==> src/rtl/path_seq_pkg.sv <==
`default_nettype none
// ============================================================================
// Module      : path_seq_pkg
// Description : Shared types and constants for the path-job sequencer.
//               Holds the FSM state enum, the default data-memory addresses
//               of the start/end points and the node-index width.
//               The TIMEOUT state exists only when PATH_SEQ_WATCHDOG_EN is
//               defined.
// Revision    : 1.0 - initial release
// ============================================================================
package path_seq_pkg;

   localparam int NODE_W = 5;

   localparam logic [31:0] PATH_SP_ADDR = 32'h0200_0000;
   localparam logic [31:0] PATH_EP_ADDR = 32'h0200_0004;

   typedef enum logic [2:0] {
      ST_IDLE    = 3'd0,
      ST_LOAD_SP = 3'd1,
      ST_LOAD_EP = 3'd2,
      ST_HOLD    = 3'd3,
      ST_RUN     = 3'd4,
      ST_DONE    = 3'd5
`ifdef PATH_SEQ_WATCHDOG_EN
      ,
      ST_TIMEOUT = 3'd6
`endif
   } path_seq_state_t;

endpackage
`default_nettype wire

==> src/rtl/path_seq_timer.sv <==
`default_nettype none
// ============================================================================
// Module      : path_seq_timer
// Description : Saturating 32-bit RUN-cycle counter with optional watchdog
//               compare (compiled in when PATH_SEQ_WATCHDOG_EN is defined).
// Ports       : clk     - clock
//               reset   - synchronous active-high reset
//               clear   - zero the counter (new job accepted)
//               enable  - count this cycle (FSM in RUN)
//               count   - registered cycle count
//               expired - count has reached TIMEOUT_CYCLES-1 (0 when the
//                         watchdog is not compiled in)
// Revision    : 1.0 - initial release
// ============================================================================
module path_seq_timer #(
   parameter int unsigned TIMEOUT_CYCLES = 1_000_000
) (
   input  logic        clk,
   input  logic        reset,
   input  logic        clear,
   input  logic        enable,
   output logic [31:0] count,
   output logic        expired
);

   logic [31:0] r_count;

   always_ff @(posedge clk) begin
      if (reset) begin
         r_count <= 32'd0;
      end else if (clear) begin
         r_count <= 32'd0;
      end else if (enable && (r_count != 32'hFFFF_FFFF)) begin
         r_count <= r_count + 32'd1;
      end
   end

   assign count = r_count;

`ifdef PATH_SEQ_WATCHDOG_EN
   // Limit reached on the cycle whose increment brings the count to
   // TIMEOUT_CYCLES, so the FSM leaves RUN with count == TIMEOUT_CYCLES.
   localparam logic [31:0] C_LIMIT = 32'(TIMEOUT_CYCLES - 1);

   assign expired = (r_count == C_LIMIT);
`else
   logic w_unused_cfg;

   assign w_unused_cfg = ^TIMEOUT_CYCLES;
   assign expired      = 1'b0;
`endif

endmodule
`default_nettype wire

==> src/rtl/path_job_sequencer.sv <==
`default_nettype none
// ============================================================================
// Module      : path_job_sequencer
// Description : Runs one path-planning job on the RISC-V core: holds the CPU
//               in reset, writes start/end nodes into data memory through the
//               external write port, releases reset and counts RUN cycles
//               until path_found (or the watchdog, when PATH_SEQ_WATCHDOG_EN
//               is defined).
// Ports       : clk, reset (sync, active-high)
//               start, SP, EP      - job request and its node indices
//               path_found         - CPU completion flag
//               reset_cpu          - CPU reset, low only while running
//               Ext_MemWrite/Ext_WriteData/Ext_DataAdr - memory write port
//               busy, done, timeout, cycle_count - job status
// Revision    : 1.0 - initial release
// ============================================================================
module path_job_sequencer
   import path_seq_pkg::*;
#(
   parameter logic [31:0] SP_ADDR        = PATH_SP_ADDR,
   parameter logic [31:0] EP_ADDR        = PATH_EP_ADDR,
   parameter int unsigned RESET_HOLD     = 4,
   parameter int unsigned TIMEOUT_CYCLES = 1_000_000
) (
   input  logic              clk,
   input  logic              reset,
   input  logic              start,
   input  logic [NODE_W-1:0] SP,
   input  logic [NODE_W-1:0] EP,
   input  logic              path_found,
   output logic              reset_cpu,
   output logic              Ext_MemWrite,
   output logic [31:0]       Ext_WriteData,
   output logic [31:0]       Ext_DataAdr,
   output logic              busy,
   output logic              done,
   output logic              timeout,
   output logic [31:0]       cycle_count
);

   localparam logic [7:0] C_HOLD_INIT = 8'(RESET_HOLD - 1);

   path_seq_state_t   r_state;
   path_seq_state_t   w_next_state;
   logic              w_accept;
   logic              w_can_start;
   logic [NODE_W-1:0] r_sp;
   logic [NODE_W-1:0] r_ep;
   logic [7:0]        r_hold_cnt;
   logic              r_reset_cpu;
   logic              r_mem_write;
   logic [31:0]       r_wdata;
   logic [31:0]       r_adr;
   logic              r_busy;
   logic              r_done;
   logic              w_expired;
   logic              w_run;

   assign w_run = (r_state == ST_RUN);

`ifdef PATH_SEQ_WATCHDOG_EN
   assign w_can_start = (r_state == ST_IDLE) || (r_state == ST_DONE) ||
                        (r_state == ST_TIMEOUT);
`else
   assign w_can_start = (r_state == ST_IDLE) || (r_state == ST_DONE);
`endif

   always_comb begin
      w_next_state = r_state;
      w_accept     = 1'b0;
      if (w_can_start) begin
         if (start) begin
            w_accept     = 1'b1;
            w_next_state = ST_LOAD_SP;
         end
      end else begin
         case (r_state)
            ST_LOAD_SP: w_next_state = ST_LOAD_EP;
            ST_LOAD_EP: w_next_state = ST_HOLD;
            ST_HOLD: begin
               if (r_hold_cnt == 8'd0) w_next_state = ST_RUN;
            end
            ST_RUN: begin
               // path_found has priority over the watchdog on the limit cycle
               if (path_found) w_next_state = ST_DONE;
`ifdef PATH_SEQ_WATCHDOG_EN
               else if (w_expired) w_next_state = ST_TIMEOUT;
`endif
            end
            default: w_next_state = ST_IDLE;
         endcase
      end
   end

   always_ff @(posedge clk) begin
      if (reset) begin
         r_state     <= ST_IDLE;
         r_sp        <= '0;
         r_ep        <= '0;
         r_hold_cnt  <= 8'd0;
         r_reset_cpu <= 1'b1;
         r_mem_write <= 1'b0;
         r_wdata     <= 32'd0;
         r_adr       <= 32'd0;
         r_busy      <= 1'b0;
         r_done      <= 1'b0;
      end else begin
         r_state <= w_next_state;

         if (w_accept) begin
            r_sp <= SP;
            r_ep <= EP;
         end

         if (r_state == ST_LOAD_EP) begin
            r_hold_cnt <= C_HOLD_INIT;
         end else if ((r_state == ST_HOLD) && (r_hold_cnt != 8'd0)) begin
            r_hold_cnt <= r_hold_cnt - 8'd1;
         end

         // Write port is a registered decode of the current state, so each
         // strobe appears for exactly the one cycle after its LOAD state.
         r_mem_write <= 1'b0;
         r_wdata     <= 32'd0;
         r_adr       <= 32'd0;
         if (r_state == ST_LOAD_SP) begin
            r_mem_write <= 1'b1;
            r_adr       <= SP_ADDR;
            r_wdata     <= {{(32 - NODE_W){1'b0}}, r_sp};
         end else if (r_state == ST_LOAD_EP) begin
            r_mem_write <= 1'b1;
            r_adr       <= EP_ADDR;
            r_wdata     <= {{(32 - NODE_W){1'b0}}, r_ep};
         end

         // CPU released only once RUN is established and stays in RUN;
         // reasserted on the same edge that leaves RUN.
         r_reset_cpu <= !(w_run && (w_next_state == ST_RUN));

         r_busy <= (w_next_state == ST_LOAD_SP) || (w_next_state == ST_LOAD_EP) ||
                   (w_next_state == ST_HOLD)    || (w_next_state == ST_RUN);
         r_done <= (w_next_state == ST_DONE);
      end
   end

   path_seq_timer #(
      .TIMEOUT_CYCLES (TIMEOUT_CYCLES)
   ) u_timer (
      .clk     (clk),
      .reset   (reset),
      .clear   (w_accept),
      .enable  (w_run),
      .count   (cycle_count),
      .expired (w_expired)
   );

`ifdef PATH_SEQ_WATCHDOG_EN
   logic r_timeout;

   always_ff @(posedge clk) begin
      if (reset) begin
         r_timeout <= 1'b0;
      end else begin
         r_timeout <= (w_next_state == ST_TIMEOUT);
      end
   end

   assign timeout = r_timeout;
`else
   logic w_unused_expired;

   assign w_unused_expired = w_expired;
   assign timeout          = 1'b0;
`endif

   assign reset_cpu     = r_reset_cpu;
   assign Ext_MemWrite  = r_mem_write;
   assign Ext_WriteData = r_wdata;
   assign Ext_DataAdr   = r_adr;
   assign busy          = r_busy;
   assign done          = r_done;

endmodule
`default_nettype wire

==> config.mk <==
export PLATFORM = sky130hd
export DESIGN_NAME = path_job_sequencer
export DESIGN_NICKNAME = d
export VERILOG_FILES = /design/src/rtl/path_seq_pkg.sv /design/src/rtl/path_seq_timer.sv /design/src/rtl/path_job_sequencer.sv
export SDC_FILE = /design/constraint.sdc
export NUM_CORES = 1
export LEC_CHECK = 0
export BUFFER_PORTS_ARGS = -buffer_cell sky130_fd_sc_hd__buf_2
export CAP_MARGIN = 20
export CORE_ASPECT_RATIO = 1.4
export CORE_MARGIN = 2
export CORE_UTILIZATION = 54
export DETAILED_ROUTE_END_ITERATION = 8
export PLACE_DENSITY_LB_ADDON = 0.25
export SYNTH_ARGS = -nofsm -noshare
export SYNTH_HDL_FRONTEND = slang
export SYNTH_HIERARCHICAL = 1
export SYNTH_SLANG_ARGS = --single-unit
==> constraint.sdc <==
create_clock -name clk -period 6.6 [get_ports clk]
set_input_delay 1.32 -clock clk [delete_from_list [all_inputs] [get_ports clk]]
set_output_delay 1.32 -clock clk [all_outputs]
set_load 0.02 [all_outputs]
==> impl_metrics.py <==
metrics = {
    "floorplan": {
        "rows": 34,
        "core_um2": 6130,
        "die_h_um": 97.8,
        "die_x_um": 71.0,
        "ios": 115,
        "start_util_pct": 55.4,
        "die-area_um2": 6940,
    },
    "placement": {
        "numPortBuffers": 56,
        "hpwl_um": 4850,
        "dp_cells": 511,
        "dp_slack_ns": 3.57,
        "gp_congestion": 0.825,
    },
    "global_routing": {
        "met2_usage_pct": 32.5,
        "grt_pass1_wl_um": 11100,
        "grt-ovfl-total": 0,
        "gr-usage-all-layers_pct": 19.5,
        "use_met3_pct": 5.47,
        "top_usage_layer": "met2",
        "grt_use_met1_pct": 23.5,
        "antenna_found_initial": 0,
        "first_global_vias": 2485,
        "grt_max_degree": 31,
    },
    "drt": {
        "first_pass_iters": 5,
        "drtIter0Drc": 159,
        "avgRoutedWirePerCell_um": 12.6,
        "vias": 2812,
        "totalWireLength_um": 6650,
        "vias_per_cell": 5.34,
        "drc": 0,
        "ant_nets": 0,
    },
    "cells_and_area": {
        "multi_input_area_um2": 1770,
        "diodes": 0,
        "area_growth_pct": 7.12,
        "ff_latch_area_um2": 1260,
        "nets": 467,
        "num-fill-cells": 598,
        "final_cell_mix": "dfxtp_1, conb_1, buf_2",
        "fin_cells": 527,
        "final_common_cell": "dfxtp_1",
        "drive_gt1_share_pct": 19.6,
    },
    "worst_hold_path": {
        "min_path_type": "register to register",
    },
    "clock_network": {
        "hold_buffers": 0,
        "cts_tree": "yes",
        "clockBufferDepth": 2,
        "clkTransAtPathRegs_ns": 0.07,
        "cts_max_level": 3,
        "ctsResizeCount": 0,
        "root_buffer": "clkbuf_8",
        "clkLatencyLatePin_ns": 0.35,
        "postCtsSetupBuffers": 0,
        "cts_num_sinks": 63,
        "cts-buffers-inserted": 9,
    },
    "timing": {
        "fin_crit_sh_pct": 40.6,
        "hold_viol": 0,
        "max_freq_mhz": 373,
        "setup-tns-final_ns": 0,
        "setup_slack_ns": 3.92,
        "fin_skew_ns": 0.00759,
        "finalWorstPathRequiredPeriod_ns": 2.68,
        "rsz0062_at_grt": "no",
        "slew_violations": 0,
        "setup_violations": 0,
        "relSlewSlack_pct": 50.9,
        "tightest_slew_ns": 0.734,
    },
    "setup_path": {
        "crit_type": "primary input to register",
        "path_max_fanout": 30,
        "endpoint_kind": "register",
        "critPathLaunchType": "primary input",
        "critPathRequiredTime_ns": 6.89,
        "arrival_ns": 2.97,
    },
    "synthesis": {
        "synth.avg_cell_area_um2": 8.52,
        "synthCells": 398,
        "netlist_area_um2": 3390,
        "synth_warnings": 6,
    },
    "pwr": {
        "ir_drop_mv": 0.181,
        "p_total_uw": 802,
        "power.leakage_nw": 1.54,
        "power.density_nw_per_um2": 221,
    },
    "status": {
        "outcome": "completed",
    },
    "flow_run": {
        "max_cap_violations": 0,
    },
}
metal layers:
layer | vias up | part of all wire (%)
li1 | 1410 | -
met1 | 1308 | 42
met2 | 85 | 51
met3 | 9 | 5.7
met4 | 0 | 1.1
met5 | - | 0
critical path: stages:
cell and delay, ns:
buf_2 0.11, inv_1 0.08, nor3_2 0.04, buf_4 0.21
or2_2 0.55, or4_1 0.57, nand2_1 0.07
flip-flops by register name, summed over array words and instances (netlist names), 3 cells and up:
name,flops
r_hold_cnt,8
Ext_WriteData,5
r_ep,5
r_state,3
r_sp,5
u_timer/count,32
cell type report:
class	count	area share [%]
well taps	72	2.48
clock inverters	7	1.31
flip-flops and latches	63	34.7
clock buffers	9	3.41
multi-input cells	306	48.7
repair buffers	59	8.26
inverters	11	1.14
stage by stage:
step	instance area, µm²	utilization (%)	hold slack [ns]
detailed placement	3460	56.5	0.484
finish	3630	59.3	0.498
global placement	3460	56.4	0.473
global route	3630	59.3	0.520
floorplan	3610	-	0.461
CTS	3630	59.3	0.503
final timing paths:
path	start	endpoint	slack, ns	depth (start not counted)
max	start	u_timer/count[4]	3.92	7
min	r_sp[1]	r_sp[1]	0.50	2
max reg2reg	r_state[2]	u_timer/count[26]	3.92	7
min reg2reg	r_sp[1]	r_sp[1]	0.50	2
where the power goes:
group | internal [mW] | switching [mW]
registers | 0.392 | 0.0100
logic | 0.0294 | 0.0749
clock network | 0.136 | 0.160
total | 0.557 | 0.245
Note: power is estimated with default switching activity, not from simulation.
